File: src/rtl/rng_code_sequencer_pkg.sv
// Shared definitions for the bomb-defuse code sequencer: state encoding,
// symbol width and the default code geometry.
package game_pkg;

    localparam int SYM_W = 2;

    localparam int DEF_LENGTH     = 4;
    localparam int DEF_SAMPLE_GAP = 5;
    localparam int DEF_MAX_REJECT = 7;

    typedef enum logic [1:0] {
        IDLE  = 2'd0,
        GEN   = 2'd1,
        READY = 2'd2
    } seq_state_t;

    // Width needed to count 0..max_val inclusive, never less than one bit.
    function automatic int count_width(input int max_val);
        return (max_val < 1) ? 1 : $clog2(max_val + 1);
    endfunction

endpackage

File: src/rtl/rng_code_sequencer_if.sv
// Handshake bundle between the game FSM / RNG and the code sequencer.
interface rng_code_sequencer_if #(
    parameter int IDXW = 4
);
    import game_pkg::*;

    logic             START;
    logic [SYM_W-1:0] RANDOM;
    logic             NEXT;
    logic             RNG_EN;
    logic             BUSY;
    logic             CODE_VALID;
    logic [SYM_W-1:0] CODE;
    logic [IDXW-1:0]  CODE_INDEX;
    logic             SEQ_DONE;

    modport master (
        output START, RANDOM, NEXT,
        input  RNG_EN, BUSY, CODE_VALID, CODE, CODE_INDEX, SEQ_DONE
    );

    modport slave (
        input  START, RANDOM, NEXT,
        output RNG_EN, BUSY, CODE_VALID, CODE, CODE_INDEX, SEQ_DONE
    );

endinterface

File: src/rtl/rng_code_sequencer_timer.sv
// Spacing timer for RNG samples: reloads on load or after each strobe and
// counts down while running; strobe is high for one cycle when the count hits 0.
module rng_sample_timer #(
    parameter int SAMPLE_GAP = 5
) (
    input  logic clk,
    input  logic srst,
    input  logic load,
    input  logic run,
    output logic strobe
);
    localparam logic [7:0] RELOAD = 8'(SAMPLE_GAP - 1);

    logic [7:0] gap_cnt_reg;

    assign strobe = run && (gap_cnt_reg == 8'd0);

    always_ff @(posedge clk) begin
        if (srst) begin
            gap_cnt_reg <= 8'd0;
        end else if (load || strobe) begin
            gap_cnt_reg <= RELOAD;
        end else if (run) begin
            gap_cnt_reg <= gap_cnt_reg - 8'd1;
        end
    end

endmodule

File: src/rtl/rng_code_sequencer.sv
// Builds a LENGTH-symbol defuse code from spaced RNG samples (with optional
// repeat rejection) and hands it to the game FSM one symbol per NEXT.
module rng_code_sequencer
    import game_pkg::*;
#(
    parameter int LENGTH     = DEF_LENGTH,
    parameter int IDXW       = 4,
    parameter int SAMPLE_GAP = DEF_SAMPLE_GAP,
    parameter int NO_REPEAT  = 1,
    parameter int MAX_REJECT = DEF_MAX_REJECT
) (
    input  logic                 CLOCK,
    input  logic                 RESET,
    rng_code_sequencer_if.slave  bus
);
    localparam int   REJW   = count_width(MAX_REJECT);
    localparam logic NR_ON  = (NO_REPEAT != 0);

    seq_state_t       state_reg, state_next;
    logic [SYM_W-1:0] sym_buf_reg [LENGTH];
    logic [IDXW-1:0]  wr_idx_reg, rd_idx_reg;
    logic [REJW-1:0]  rej_cnt_reg;
    logic [SYM_W-1:0] code_reg;
    logic             seq_done_reg;

    logic             strobe, accept, store;
    logic             last_wr, last_rd, enter_gen, advance, finish;
    logic [SYM_W-1:0] prev_sym, rd_next_sym;

    rng_sample_timer #(
        .SAMPLE_GAP (SAMPLE_GAP)
    ) u_timer (
        .clk    (CLOCK),
        .srst   (RESET),
        .load   (enter_gen),
        .run    (state_reg == GEN),
        .strobe (strobe)
    );

    // Explicit muxes keep wr_idx-1 / rd_idx+1 from ever reading past the buffer.
    always_comb begin
        prev_sym = '0;
        for (int i = 0; i < LENGTH - 1; i++) begin
            if (wr_idx_reg == IDXW'(i + 1)) prev_sym = sym_buf_reg[i];
        end
    end

    always_comb begin
        rd_next_sym = '0;
        for (int i = 1; i < LENGTH; i++) begin
            if (rd_idx_reg == IDXW'(i - 1)) rd_next_sym = sym_buf_reg[i];
        end
    end

    assign accept = (wr_idx_reg == '0) || !NR_ON || (bus.RANDOM != prev_sym) ||
                    (rej_cnt_reg == REJW'(MAX_REJECT));
    assign store     = strobe && accept;
    assign last_wr   = (wr_idx_reg == IDXW'(LENGTH - 1));
    assign last_rd   = (rd_idx_reg == IDXW'(LENGTH - 1));
    assign enter_gen = bus.START && (state_reg != GEN);
    assign advance   = (state_reg == READY) && bus.NEXT && !bus.START && !last_rd;
    assign finish    = (state_reg == READY) && bus.NEXT && !bus.START && last_rd;

    always_ff @(posedge CLOCK) begin
        if (RESET) state_reg <= IDLE;
        else       state_reg <= state_next;
    end

    always_comb begin
        state_next = state_reg;
        case (state_reg)
            IDLE:    if (bus.START) state_next = GEN;
            GEN:     if (store && last_wr) state_next = READY;
            READY: begin
                if (bus.START)   state_next = GEN;
                else if (finish) state_next = IDLE;
            end
            default: state_next = IDLE;
        endcase
    end

    always_comb begin
        bus.RNG_EN     = 1'b0;
        bus.BUSY       = 1'b0;
        bus.CODE_VALID = 1'b0;
        bus.CODE       = code_reg;
        bus.CODE_INDEX = rd_idx_reg;
        bus.SEQ_DONE   = seq_done_reg;
        case (state_reg)
            GEN: begin
                bus.RNG_EN = 1'b1;
                bus.BUSY   = 1'b1;
            end
            READY:   bus.CODE_VALID = 1'b1;
            default: ;
        endcase
    end

    always_ff @(posedge CLOCK) begin
        if (RESET) begin
            for (int i = 0; i < LENGTH; i++) sym_buf_reg[i] <= '0;
        end else if (store) begin
            for (int i = 0; i < LENGTH; i++) begin
                if (wr_idx_reg == IDXW'(i)) sym_buf_reg[i] <= bus.RANDOM;
            end
        end
    end

    always_ff @(posedge CLOCK) begin
        if (RESET) begin
            wr_idx_reg   <= '0;
            rd_idx_reg   <= '0;
            rej_cnt_reg  <= '0;
            code_reg     <= '0;
            seq_done_reg <= 1'b0;
        end else begin
            seq_done_reg <= finish;
            if (enter_gen) begin
                wr_idx_reg  <= '0;
                rd_idx_reg  <= '0;
                rej_cnt_reg <= '0;
            end else if (strobe) begin
                if (accept) begin
                    wr_idx_reg  <= wr_idx_reg + IDXW'(1);
                    rej_cnt_reg <= '0;
                    // Symbol 0 is already stored, so it can be presented on READY entry.
                    if (last_wr) begin
                        rd_idx_reg <= '0;
                        code_reg   <= sym_buf_reg[0];
                    end
                end else begin
                    rej_cnt_reg <= rej_cnt_reg + REJW'(1);
                end
            end else if (advance) begin
                rd_idx_reg <= rd_idx_reg + IDXW'(1);
                code_reg   <= rd_next_sym;
            end else if (finish) begin
                rd_idx_reg <= '0;
            end
        end
    end

endmodule

File: src/flat_wrapper.sv
// flat-port wrapper written by rule: the top's interface ports become plain ports
module rng_code_sequencer_flat import game_pkg::*;
#(
    parameter int LENGTH     = DEF_LENGTH,
    parameter int IDXW       = 4,
    parameter int SAMPLE_GAP = DEF_SAMPLE_GAP,
    parameter int NO_REPEAT  = 1,
    parameter int MAX_REJECT = DEF_MAX_REJECT
)
  (CLOCK, RESET, bus_START, bus_RANDOM, bus_NEXT, bus_RNG_EN, bus_BUSY, bus_CODE_VALID, bus_CODE, bus_CODE_INDEX, bus_SEQ_DONE);
  rng_code_sequencer_if #(.IDXW(IDXW)) bus_i ();
  input  logic CLOCK;
  input  logic RESET;
  input wire logic [$bits(bus_i.START)-1:0] bus_START;
  input wire logic [$bits(bus_i.RANDOM)-1:0] bus_RANDOM;
  input wire logic [$bits(bus_i.NEXT)-1:0] bus_NEXT;
  output wire logic [$bits(bus_i.RNG_EN)-1:0] bus_RNG_EN;
  output wire logic [$bits(bus_i.BUSY)-1:0] bus_BUSY;
  output wire logic [$bits(bus_i.CODE_VALID)-1:0] bus_CODE_VALID;
  output wire logic [$bits(bus_i.CODE)-1:0] bus_CODE;
  output wire logic [$bits(bus_i.CODE_INDEX)-1:0] bus_CODE_INDEX;
  output wire logic [$bits(bus_i.SEQ_DONE)-1:0] bus_SEQ_DONE;
  assign bus_i.START = bus_START;
  assign bus_i.RANDOM = bus_RANDOM;
  assign bus_i.NEXT = bus_NEXT;
  assign bus_RNG_EN = bus_i.RNG_EN;
  assign bus_BUSY = bus_i.BUSY;
  assign bus_CODE_VALID = bus_i.CODE_VALID;
  assign bus_CODE = bus_i.CODE;
  assign bus_CODE_INDEX = bus_i.CODE_INDEX;
  assign bus_SEQ_DONE = bus_i.SEQ_DONE;
  rng_code_sequencer #(.LENGTH(LENGTH), .IDXW(IDXW), .SAMPLE_GAP(SAMPLE_GAP), .NO_REPEAT(NO_REPEAT), .MAX_REJECT(MAX_REJECT)) u_core (.CLOCK(CLOCK), .RESET(RESET), .bus(bus_i));
endmodule
File: config.mk
export PLATFORM = sky130hd
export DESIGN_NAME = rng_code_sequencer_flat
export DESIGN_NICKNAME = d
export VERILOG_FILES = /design/src/rtl/rng_code_sequencer_pkg.sv /design/src/rtl/rng_code_sequencer_if.sv /design/src/rtl/rng_code_sequencer_timer.sv /design/src/rtl/rng_code_sequencer.sv /design/src/flat_wrapper.sv
export SDC_FILE = /design/constraint.sdc
export NUM_CORES = 1
export LEC_CHECK = 0
export ABC_AREA = 1
export CELL_PAD_IN_SITES_DETAIL_PLACEMENT = 0
export CELL_PAD_IN_SITES_GLOBAL_PLACEMENT = 2
export CORE_MARGIN = 1
export CORE_UTILIZATION = 33
export DETAILED_ROUTE_END_ITERATION = 8
export HOLD_SLACK_MARGIN = 0.06
export PLACE_DENSITY_LB_ADDON = 0.12
export SLEW_MARGIN = 30
export SYNTH_ARGS = -nofsm -noshare
export SYNTH_HDL_FRONTEND = slang
export SYNTH_HIERARCHICAL = 1
export SYNTH_SLANG_ARGS = --single-unit
export TNS_END_PERCENT = 50
File: constraint.sdc
create_clock -name CLOCK -period 2 [get_ports CLOCK]
set_input_delay 0.4 -clock CLOCK [delete_from_list [all_inputs] [get_ports CLOCK]]
set_output_delay 0.4 -clock CLOCK [all_outputs]
set_load 0.005 [all_outputs]
# After elaboration in Yosys (flattened, before gate mapping)
# Memory sizes are Yosys's and may differ from the RTL's.
# Cells that the tools add are included.
# Widths: inputs -> output; s select.
# word_totals
regBits,24
ram_bits,8
output_inout_bits,10
word_cells,107
n_memories,1
# memory_table
name,depth,width,read_ports,rd_ports_with_merged_regs,wr,line,rtl
u_core.sym_buf_reg,4,2,4,0,4,rng_code_sequencer.sv:20,logic [SYM_W-1:0] sym_buf_reg [LENGTH];
# op_classes
add_sub_neg,4
n_eq_ne,16
mux,47
bitwise_logic,5
n_reduce_logical,26
# op_table
operator,n
$mux 2,18
$mux 1,20
$mux 4,5
$eq 4x2->1 const B,4
$mux 3,3
$add 4x1->4 const B,2
$eq 4x1->1 const B,2
$logic_and 1x1->1,8
$logic_not 4->1,2
$logic_not 8->1,1
$sub 8x1->8 const B,1
$ne 2x2->1 const B,3
$pmux 2 s3,1
$reduce_and 3->1,2
$ne 2x1->1 const B,2
$or 1x1->1,4
$reduce_and 4->1,1
$reduce_bool 2->1,2
$reduce_or 2->1,2
$add 3x1->3 const B,1
$eq 3x3->1 const B,1
$logic_or 1x1->1,3
$ne 3x2->1 const B,1
$reduce_bool 3->1,1
other kinds (7),8

# Longest topological paths before layout
# Gate-level depths: netlist of run 1.
# depth
word_depth,12
depth_mapped,14
depth_no_buf,14

# Modules after synthesis
# Netlist of run 1, hierarchy kept.
# modules_own_cells
mod,instances,cells_each,area_per_inst_um2,seq_area_each_um2
rng_code_sequencer,1,195,1478.9,560.5
rng_sample_timer,1,75,493.0,160.2

# Worst setup path after synthesis of run 1
# No wires, ideal clock.
# synth_timing
path_kind,reg-to-reg
from,reg u_core.state_reg[0]
to,"mem u_core.sym_buf_reg[2][0] (netlist: u_core/sym_buf_reg[0][4]), enable pin"
setup_ps,327
arrival_time_ps,1572
setup_slack_ps,101
stages_incl_launch_ff,10
synth_period_minus_slack_ps,1899
path_cell_list,dfxtp_1 -> inv_1 -> nor2_1 -> nand2_1 -> clkinv_1 -> nand4_2 -> inv_1 -> buf_4 -> nand2_4 -> o21ai_0
# synth_lines
item,line,rtl
"start, declared",rng_code_sequencer.sv:19,"seq_state_t state_reg, state_next;"
"start signal, assigned",rng_code_sequencer.sv:66,else state_reg <= state_next;
"end, declared",rng_code_sequencer.sv:20,

# Worst setup path in the final report of run 1
# layout_timing
from,reg u_core.state_reg[0]
to,out bus_BUSY
# layout_via
elab_chain_cells,2
# layout_rtl
item,line,rtl
$eq 2x1->1,rng_code_sequencer.sv:89,case (state_reg)
$mux 1,rng_code_sequencer.sv:89,
"end, declared",flat_wrapper.sv:18,output wire logic [$bits(bus_i.BUSY)-1:0] bus_BUSY;
# No other way between the ends.

==> results.cfg, run 1 <==
[route]
drc_errors = 0
vias_per_cell = 4.58
wl_mm = 4.37
post_drt_wl_per_cell_microns = 11.7
ant_nets = 0
drt_first_pass_iters = 4
dr_total_vias = 1718
first_iter_violations = 41

[critical_path]
r2r-start = u_core/wr_idx_reg[0]
worstSetupPathType = flop to output pin
cp-start-kind = flop
cp.arrival_ns = 1.45
timing.rr.end = u_core/sym_buf_reg[0][3]
r2r_cells = 11
cp.required_ns = 1.60
r2r_slack_ns = 0.15
crit_path_max_fanout = 9
critPathCaptureType = output pin

[timing]
rsz0062_at_grt = no
post-route-period-util_pct = 92.6
min_period_ns = 1.85
setup_tns_ns = 0
worst_slew_pin_slew_ns = 0.307
fmax_ghz = 0.540
fin_worst_skew_ns = 0.00280
finalHoldViolCount = 0
slew_violations = 0
slew_headroom_pct = 79.5
setup_viol = 0

[logic_synthesis]
ys_ff_latch = 32
syn_area_per_cell_sq_um = 7.30
yosysTopAreaCell = dfxtp_1
syn_area_sq_mm = 0.00197
ys_types = 30
yosys_warnings = 6
synth_top_cell_area_share_pct = 24.4
synthFlopType = dfxtp_1
async_reset_ff_share_pct = 0
ys_seq_area_share_pct = 36.5
syn_nets = 288
synthesis.instances = 270
synthTopCellsByArea = dfxtp_1 (24%), edfxtp_1 (12%), nand2_1 (11%), ha_1 (7.6%), nor2_1 (7.2%)
synth.most_common_cell = nand2_1
ys_top_cells_by_count = nand2_1 (57), nor2_1 (38), inv_1 (37)
synth_edf_count = 8

[placement]
portBuffers = 15
place_congestion = 0.803
place_area_sq_mm = 0.00228
dp_hpwl_mm = 3.39

[hold_path]
hp-start = u_core/rej_cnt_reg[1]
min_delay_path_depth = 2
hold_class = flop to flop
min_to = u_core/rej_cnt_reg[1]

[final_layout]
seq_area_sq_um = 721
syn2layout_area_growth_pct = 22.0
multi_input_area_sq_mm = 0.00107
antenna_cells = 0
drive_gt1_share_pct = 16.5
fin_nets = 320
stdcell_area_sq_mm = 0.00240
final_util_pct = 42.6
fillCellCount = 608

[global_route]
grt_pass1_vias = 1653
antenna_found_initial = 0
grt_pass1_wl_mm = 7.65
grt_start_max_net_pins = 12
grt_overflow = 0
globalRouteTotalUtil_pct = 15.9

[pwr]
ir_worst_vdd_mv = 0.322
p_per_area_mw_per_mm2 = 650
p_leak_nw = 1.06

[outcome]
status = finished, final reports clean

[clock_tree]
clk_pin_slew_worst_paths_ns = 0.07
cts_sinks = 32
htree_levels = 2
root_buffer = clkbuf_8
clock_latency_ns = 0.28
numCtsBuffers = 5
cts_hold_buffers = 0
tritoncts = yes
cts_max_path_buffers = 2

[flow_run]
drv_cap = 0

[floorplanning]
dieArea_sq_mm = 0.00629
core_sq_mm = 0.00564
rows = 27
floorplan.initialDensity_pct = 35.0
io_pins = 16
die_w_microns = 79.3
die_h_microns = 79.3
[cell families after synthesis]
family | after synthesis | share of synthesized area [%]
AND/OR/NAND/NOR | 152 | 37.8
buffers and inverters | 48 | 10.0
flip-flops | 32 | 36.5
AO/OA/AOI/OAI | 20 | 5.39
adder cells (fa/ha/maj) | 12 | 7.61
XOR/XNOR | 6 | 2.66
[through the flow]
| stage | power [mW] | cells | hold WS [ns] | setup WS (ns) |
|---|---|---|---|---|
| after floorplan | 0.924 | 270 | 0.449 | 0.101 |
| after global placement | 1.02 | 367 | 0.460 | 0.0466 |
| after detailed placement | 1.02 | 367 | 0.463 | 0.00183 |
| after CTS | 1.58 | 375 | 0.473 | 0.00542 |
| after global routing | 1.67 | 375 | 0.520 | 0.0105 |
| final | 1.56 | 375 | 0.470 | 0.147 |
[what timing repair did]
item,4_1_cts,5_1_grt
resized for setup,1,9
endpoints found under the setup margin,2,19
setup buffers,0,0
[worst max-delay path by stage]
stage / from / end / slack (ns)
global placement: u_core/wr_idx_reg[0] / u_core/sym_buf_reg[0][4] / 0.05
finish: u_core/state_reg[0] / bus_BUSY / 0.15
global route: u_core/wr_idx_reg[0] / u_core/sym_buf_reg[0][2] / 0.01
floorplan: u_core/state_reg[0] / u_core/sym_buf_reg[0][4] / 0.10
CTS: u_core/wr_idx_reg[0] / u_core/sym_buf_reg[0][3] / 0.005
detailed placement: u_core/wr_idx_reg[0] / u_core/sym_buf_reg[0][5] / 0.002
[per-layer routing]
layer / global-route usage [%] / routed length, microns / share of wire (%)
met5: 0 / 0 / 0
met4: 4.91 / 44 / 1.0
met3: 3.91 / 125 / 2.9
met2: 25.3 / 1900 / 44
met1: 21.1 / 2300 / 53
[worst max-delay path, stage by stage, from the launching register on]
cell and delay [ns]:
dfxtp_1 0.31, inv_1 0.07, nor2_2 0.11, buf_4 0.18, clkdlybuf4s50_1 0.50
[where the power goes]
part	internal [mW]	total (mW)	switching [mW]
logic	0.118	0.298	0.180
clock network	0.314	0.549	0.235
registers	0.693	0.715	0.0222
[layout by cell type, fill, tap and decap left out, types with 3 or more instances in the layout]
cell              n
nand2_1          56
inv_1            36
nor2_1           36
nand3_1          27
dfxtp_1          24
clkdlybuf4s50_1  15
buf_4            12
a21oi_1          12
ha_1             11
nand4_1           8
edfxtp_1          8
clkbuf_8          7
nand2_2           6
nor2_2            5
xor2_1            4
inv_2             4
clkinv_1          3
o21ai_0           3
nand4_2           3
[layout make-up]
class                           instances  area share (%)
Timing Repair Buffer                   28            10.5
Tap cell                               72            3.75
Multi-Input combinational cell        190            44.4
Inverter                               45            7.28
Sequential cell                        32            30.0
Clock buffer                            8            4.16
(Power assumes the default switching activity.)
==> run 2, diff against run 1 <==
- HOLD_SLACK_MARGIN: 0.06 -> 0.02
==> results of run 2 <==
The final DEF is identical to that of run 1; final timing and power are the same.
==> run 3, diff against run 2 <==
- SLEW_MARGIN: 30 -> default
==> results of run 3 <==
The final DEF is identical to that of run 1; final timing and power are the same.
